==> src/rtl/car_signal_fsm_if.sv <==
`default_nettype none
// +----------------------------------------------------------------------+
// | car_signal_fsm_if                                                    |
// | Pedestrian/maintenance inputs and car-light code outputs.            |
// | Rev 1.0                                                              |
// +----------------------------------------------------------------------+
interface car_signal_fsm_if;
  logic       buttonPress;
  logic       maintenance;
  logic [1:0] fsmCarControl;
  logic       pedWalk;
  logic       requestPending;

  modport master (
    input  buttonPress,
    input  maintenance,
    output fsmCarControl,
    output pedWalk,
    output requestPending
  );

  modport slave (
    output buttonPress,
    output maintenance,
    input  fsmCarControl,
    input  pedWalk,
    input  requestPending
  );
endinterface
`default_nettype wire

==> src/rtl/car_signal_fsm.sv <==
`default_nettype none
// +----------------------------------------------------------------------+
// | car_signal_fsm                                                       |
// | Timed green/yellow/red car light sequencer with pedestrian requests  |
// | and a maintenance flash mode.                                        |
// | Rev 1.0                                                              |
// +----------------------------------------------------------------------+
module car_signal_fsm #(
  parameter int TICK_DIV    = 4,
  parameter int GREEN_TIME  = 6,
  parameter int MIN_GREEN   = 2,
  parameter int YELLOW_TIME = 2,
  parameter int RED_TIME    = 3
) (
  input  wire logic        clk,
  input  wire logic        reset,
  car_signal_fsm_if.master bus
);

  localparam int PW = (TICK_DIV > 1) ? $clog2(TICK_DIV) : 1;

  localparam logic [PW-1:0] c_tickLast   = PW'(TICK_DIV - 1);
  localparam logic [7:0]    c_redLast    = 8'(RED_TIME - 1);
  localparam logic [7:0]    c_greenLast  = 8'(GREEN_TIME - 1);
  localparam logic [7:0]    c_minGreen   = 8'(MIN_GREEN - 1);
  localparam logic [7:0]    c_yellowLast = 8'(YELLOW_TIME - 1);

  typedef enum logic [1:0] {
    ST_RED    = 2'd0,
    ST_GREEN  = 2'd1,
    ST_YELLOW = 2'd2,
    ST_FLASH  = 2'd3
  } state_t;

  state_t        r_state;
  state_t        w_nextState;
  logic [PW-1:0] r_prescale;
  logic [7:0]    r_timer;
  logic          r_request;
  logic          r_pedWalk;
  logic          w_tick;
  logic          w_change;

  assign w_tick   = (r_prescale == c_tickLast);
  assign w_change = (w_nextState != r_state);

  always_comb begin
    w_nextState = r_state;
    if (bus.maintenance) begin
      w_nextState = ST_FLASH;
    end else begin
      unique case (r_state)
        ST_RED:
          if (w_tick && r_timer == c_redLast) w_nextState = ST_GREEN;
        ST_GREEN:
          if (w_tick && (r_timer == c_greenLast ||
                         (r_request && r_timer >= c_minGreen)))
            w_nextState = ST_YELLOW;
        ST_YELLOW:
          if (w_tick && r_timer == c_yellowLast) w_nextState = ST_RED;
        ST_FLASH:
          w_nextState = ST_RED;
        default:
          w_nextState = ST_RED;
      endcase
    end
  end

  always_ff @(posedge clk or posedge reset) begin
    if (reset) begin
      r_state    <= ST_RED;
      r_prescale <= '0;
      r_timer    <= '0;
      r_request  <= 1'b0;
      r_pedWalk  <= 1'b1;
    end else begin
      r_state   <= w_nextState;
      r_pedWalk <= (w_nextState == ST_RED);

      // Every phase starts on a fresh tick boundary.
      if (w_change) begin
        r_prescale <= '0;
        r_timer    <= '0;
      end else begin
        r_prescale <= w_tick ? '0 : r_prescale + PW'(1);
        if (w_tick && r_timer != 8'hFF) r_timer <= r_timer + 8'd1;
      end

      // Clearing on RED/FLASH entry takes priority over a coincident press.
      if ((w_change && w_nextState == ST_RED) || w_nextState == ST_FLASH)
        r_request <= 1'b0;
      else if (bus.buttonPress && (r_state == ST_GREEN || r_state == ST_YELLOW))
        r_request <= 1'b1;
    end
  end

  assign bus.fsmCarControl  = r_state;
  assign bus.pedWalk        = r_pedWalk;
  assign bus.requestPending = r_request;

endmodule
`default_nettype wire

==> src/flat_wrapper.sv <==
// flat-port wrapper written by rule: the top's interface ports become plain ports
module car_signal_fsm_flat 
#(
  parameter int TICK_DIV    = 4,
  parameter int GREEN_TIME  = 6,
  parameter int MIN_GREEN   = 2,
  parameter int YELLOW_TIME = 2,
  parameter int RED_TIME    = 3
)
  (clk, reset, bus_buttonPress, bus_maintenance, bus_fsmCarControl, bus_pedWalk, bus_requestPending);
  car_signal_fsm_if bus_i ();
  input  wire logic clk;
  input  wire logic reset;
  input wire logic [$bits(bus_i.buttonPress)-1:0] bus_buttonPress;
  input wire logic [$bits(bus_i.maintenance)-1:0] bus_maintenance;
  output wire logic [$bits(bus_i.fsmCarControl)-1:0] bus_fsmCarControl;
  output wire logic [$bits(bus_i.pedWalk)-1:0] bus_pedWalk;
  output wire logic [$bits(bus_i.requestPending)-1:0] bus_requestPending;
  assign bus_i.buttonPress = bus_buttonPress;
  assign bus_i.maintenance = bus_maintenance;
  assign bus_fsmCarControl = bus_i.fsmCarControl;
  assign bus_pedWalk = bus_i.pedWalk;
  assign bus_requestPending = bus_i.requestPending;
  car_signal_fsm #(.TICK_DIV(TICK_DIV), .GREEN_TIME(GREEN_TIME), .MIN_GREEN(MIN_GREEN), .YELLOW_TIME(YELLOW_TIME), .RED_TIME(RED_TIME)) u_core (.clk(clk), .reset(reset), .bus(bus_i));
endmodule
==> config.mk <==
export PLATFORM = sky130hd
export DESIGN_NAME = car_signal_fsm_flat
export DESIGN_NICKNAME = d
export VERILOG_FILES = /design/src/rtl/car_signal_fsm_if.sv /design/src/rtl/car_signal_fsm.sv /design/src/flat_wrapper.sv
export SDC_FILE = /design/constraint.sdc
export NUM_CORES = 1
export LEC_CHECK = 0
export BUFFER_PORTS_ARGS = -buffer_cell sky130_fd_sc_hd__buf_2
export CORE_MARGIN = 3
export CORE_UTILIZATION = 50
export DETAILED_ROUTE_END_ITERATION = 6
export PLACE_DENSITY_LB_ADDON = 0.15
export SETUP_SLACK_MARGIN = 0.3
export SKIP_CTS_REPAIR_TIMING = 1
export SKIP_LAST_GASP = 1
export SYNTH_ARGS = -nofsm -noshare
export SYNTH_HDL_FRONTEND = slang
export SYNTH_SLANG_ARGS = --single-unit
==> constraint.sdc <==
create_clock -name clk -period 4.95 [get_ports clk]
set_input_delay 0.495 -clock clk [delete_from_list [all_inputs] [get_ports clk]]
set_output_delay 0.495 -clock clk [all_outputs]
set_load 0.1 [all_outputs]
==> results by group <==
Yosys
  – Top-count cell post-synth: dfrtp_1
  – Synthesized area: around 910 um2
  – Netlist cell types: 34
  – Post-synthesis compound-gate area fraction: about 15%
  – Synth area leaders: dfrtp_1 (36%), ha_1 (11%), xnor2_1 (4.8%)
  – Avg Inst Size Synth: 9.59 um2
  – Mux cell area share after synthesis: 0%
  – Register area share after synthesis: roughly 39%
  – Xor/xnor cell area share of the yosys netlist: between 7 and 8%
  – Synth Flop Type: dfrtp_1
  – Dominant cell type by area after synthesis: dfrtp_1
  – Post-synth top area share: between 30% and 40%
  – Number of flops mapped to enable cells by yosys: 0
  – Post-Syn Instances: 95
  – #FFs+latches synth: 14
  – Simple-Gate Fraction of Synth Area: between 20% and 30%
  – Post-Synth Adder-Cell Area: between 10% and 20%
  – Synth cell count leaders: dfrtp_1 (13), nor2_1 (11), ha_1 (8), inv_1 (8)
  – Largest family of logic cells by synthesized area: simple AND/OR/NAND/NOR gates
  – Post-Syn Nets: roughly 110
  – Synth Warn #: 0
  – Async S/R FF share, synth: 100%

Outcome
  – Status: complete, no violations

Clocking
  – Cts bufs inserted: 3
  – CTS max path bufs: 2
  – Clock Pin Slew Worst Setup and Hold Paths: ~0.09 ns
  – Clk_lat worst skew: between 0.2 and 0.3 ns
  – # H-tree levels: 1
  – CTS Sinks: 14
  – CTS root buffer: clkbuf_4
  – CTS tree: yes

Setup path
  – Reg2reg setup slack: ~2.2 ns
  – CP delay by family, top: simple AND/OR/NAND/NOR gates
  – Critical path cell sequence: or4_4, or4b_4, a21o_1, o311ai_2, nor2_1
  – Startpoint Class: flip-flop
  – Reg-to-reg critical path endpoint: u_core.r_timer[3]
  – Buf+Inv Stages, Crit Path: 0
  – CP Class: reg -> reg
  – Req. time, crit path: 5.08 ns
  – Crit-path max cell delay: 0.71 ns
  – Worst setup startpoint: u_core.r_timer[3]
  – Arrival @ worst endpoint: approximately 2.9 ns
  – Cells on worst reg2reg path: 5
  – Critical path peak fanout: 11
  – CP Capture Type: flip-flop
  – Levels on crit path: 5
  – Slowest cell on crit path: o311ai_2
  – Critical R2R Launch: u_core.r_timer[3]

Finish
  – Fillers: 151
  – Layout cells sized above 1: 19.2%
  – Final Core Density: about 62%
  – Area Growth Syn to Fin: 9.48%
  – # diodes: 0
  – Storage cell area: roughly 350 um2
  – Fin nets: 117
  – Multi-input logic area: 514 um2
  – Post-Layout Cell Count: ~130

Place
  – Placer congestion estimate: ~0.81
  – PortBufs: 7
  – DP HPWL: between 1000 and 1500 um
  – Dpl ws: around 2.2 ns
  – Placed Cells: approximately 120

Timing
  – Final hold viol count: 0
  – Max Clk Rate: between 300 and 400 MHz
  – Fin crit period: between 2 and 3 ns
  – Final setup violation count: 0
  – Worst Max-Slew Pin Slew: 0.865 ns
  – Setup tns final: 0 ns
  – Setup Skew: 0.00519 ns
  – Setup WS post-layout: 2.20 ns
  – RSZ-0062 raised after global routing: false
  – Fin crit share: 55.5%
  – Slew HR: around 42%
  – Slew Limit Fails: 0

Floorplan
  – Die X: 48.7 um
  – Die area: 0.00237 mm2
  – Die Y: approximately 49 um
  – Number of top-level pins: 8
  – Initial Util: about 57%
  – FP Rows: 14
  – Core area: ~0.0016 mm2

GRT
  – Largest net degree at the start of global routing: 15
  – Overall routing resource usage: around 15%
  – Initial antenna violation count: 0
  – Vias in the first global route: between 600 and 700
  – First-pass GRT wire length: ~2800 um
  – Gr ovfl total: 0

Routing
  – Avg WL per Cell: 12.5 um
  – Post-DRT Antenna Nets: 0
  – Routed wire length: roughly 1600 um
  – First drt pass iteration count: 4
  – Drt first-iter violations: 23
  – Vias per cell: approximately 5.4
  – Via count: around 700
  – Residual DRC: 0

Pwr
  – Pwr dens: slightly above 400 mW/mm2
  – Maximum VDD drop: around 0.27 mV
  – Leakage power: between 0.4 and 0.5 nW

Worst hold path
  – HP Class: in -> async

Job
  – Max-cap viol count: 0
## sequential cells by signal, summed over array words and instances, names as in the netlist
| signal | count |
|---|---|
| u_core.r_timer | 8 |
| u_core.bus.fsmCarControl | 2 |
| u_core.r_prescale | 2 |
| u_core.bus.pedWalk | 1 |
| u_core.bus.requestPending | 1 |
## how the worst max path moves through the flow
stage | to | slack, ns
4_1_cts | u_core.r_timer[3] | 2.19
3_3_place_gp | u_core.r_timer[3] | 2.28
6_report | u_core.r_timer[3] | 2.20
5_1_grt | u_core.r_timer[3] | 2.07
2_1_floorplan | u_core.r_timer[1] | 2.56
3_5_place_dp | u_core.r_timer[3] | 2.20
## final cells by class
| type | instances | area share (%) |
|---|---|---|
| timing repair buffer | 7 | 3.51 |
| clock buffer | 4 | 3.64 |
| inverter | 8 | 3.01 |
| sequential | 14 | 35.3 |
| multi-input combinational | 71 | 51.6 |
| tap | 24 | 3.01 |
## report_power, final
part	leakage (nW)	internal [mW]	switching (mW)
Sequential	0.183	0.133	0.0151
Clock	0.0210	0.0447	0.0365
Combinational	0.250	0.0520	0.126
## logic make-up after synthesis
| group | Yosys count |
|---|---|
| AOI/OAI and AO/OA | 18 |
| xor gates and xnor gates | 8 |
| adders and majority gates | 8 |
| buffers and inverters | 10 |
| DFF | 14 |
| and+or+nand+nor | 37 |
## worst register-to-register path: stages, from the launching register on
cell and delay (ns):
dfrtp_1 0.43, or4_4 0.58, or4b_4 0.53, a21o_1 0.21, o311ai_2 0.71, nor2_1 0.13
## placed cells by master, fill, tap and decap left out, types with 5 or more instances in the layout
cell	count
xnor2_1	5
buf_2	7
nand2_1	5
a21oi_1	5
inv_1	8
dfrtp_1	13
ha_1	8
nor2_1	11
## routing by layer
| layer | vias up | track usage [%] | routed length, um |
|---|---|---|---|
| met5 | - | 0 | 0 |
| met4 | 0 | 7.11 | 5 |
| met3 | 2 | 3.37 | 83 |
| met2 | 26 | 23.3 | 737 |
| met1 | 317 | 18.8 | 773 |
| li1 | 351 | - | - |
## per-stage QoR
step	hold slack, ns	instance area [um2]	power [mW]
after floorplan	0.384	911	0.301
after global placement	0.429	961	0.328
after detailed placement	0.432	961	0.329
after CTS	0.247	997	0.411
after global routing	0.267	997	0.438
final	0.242	997	0.407
(Power assumes the default switching activity.)
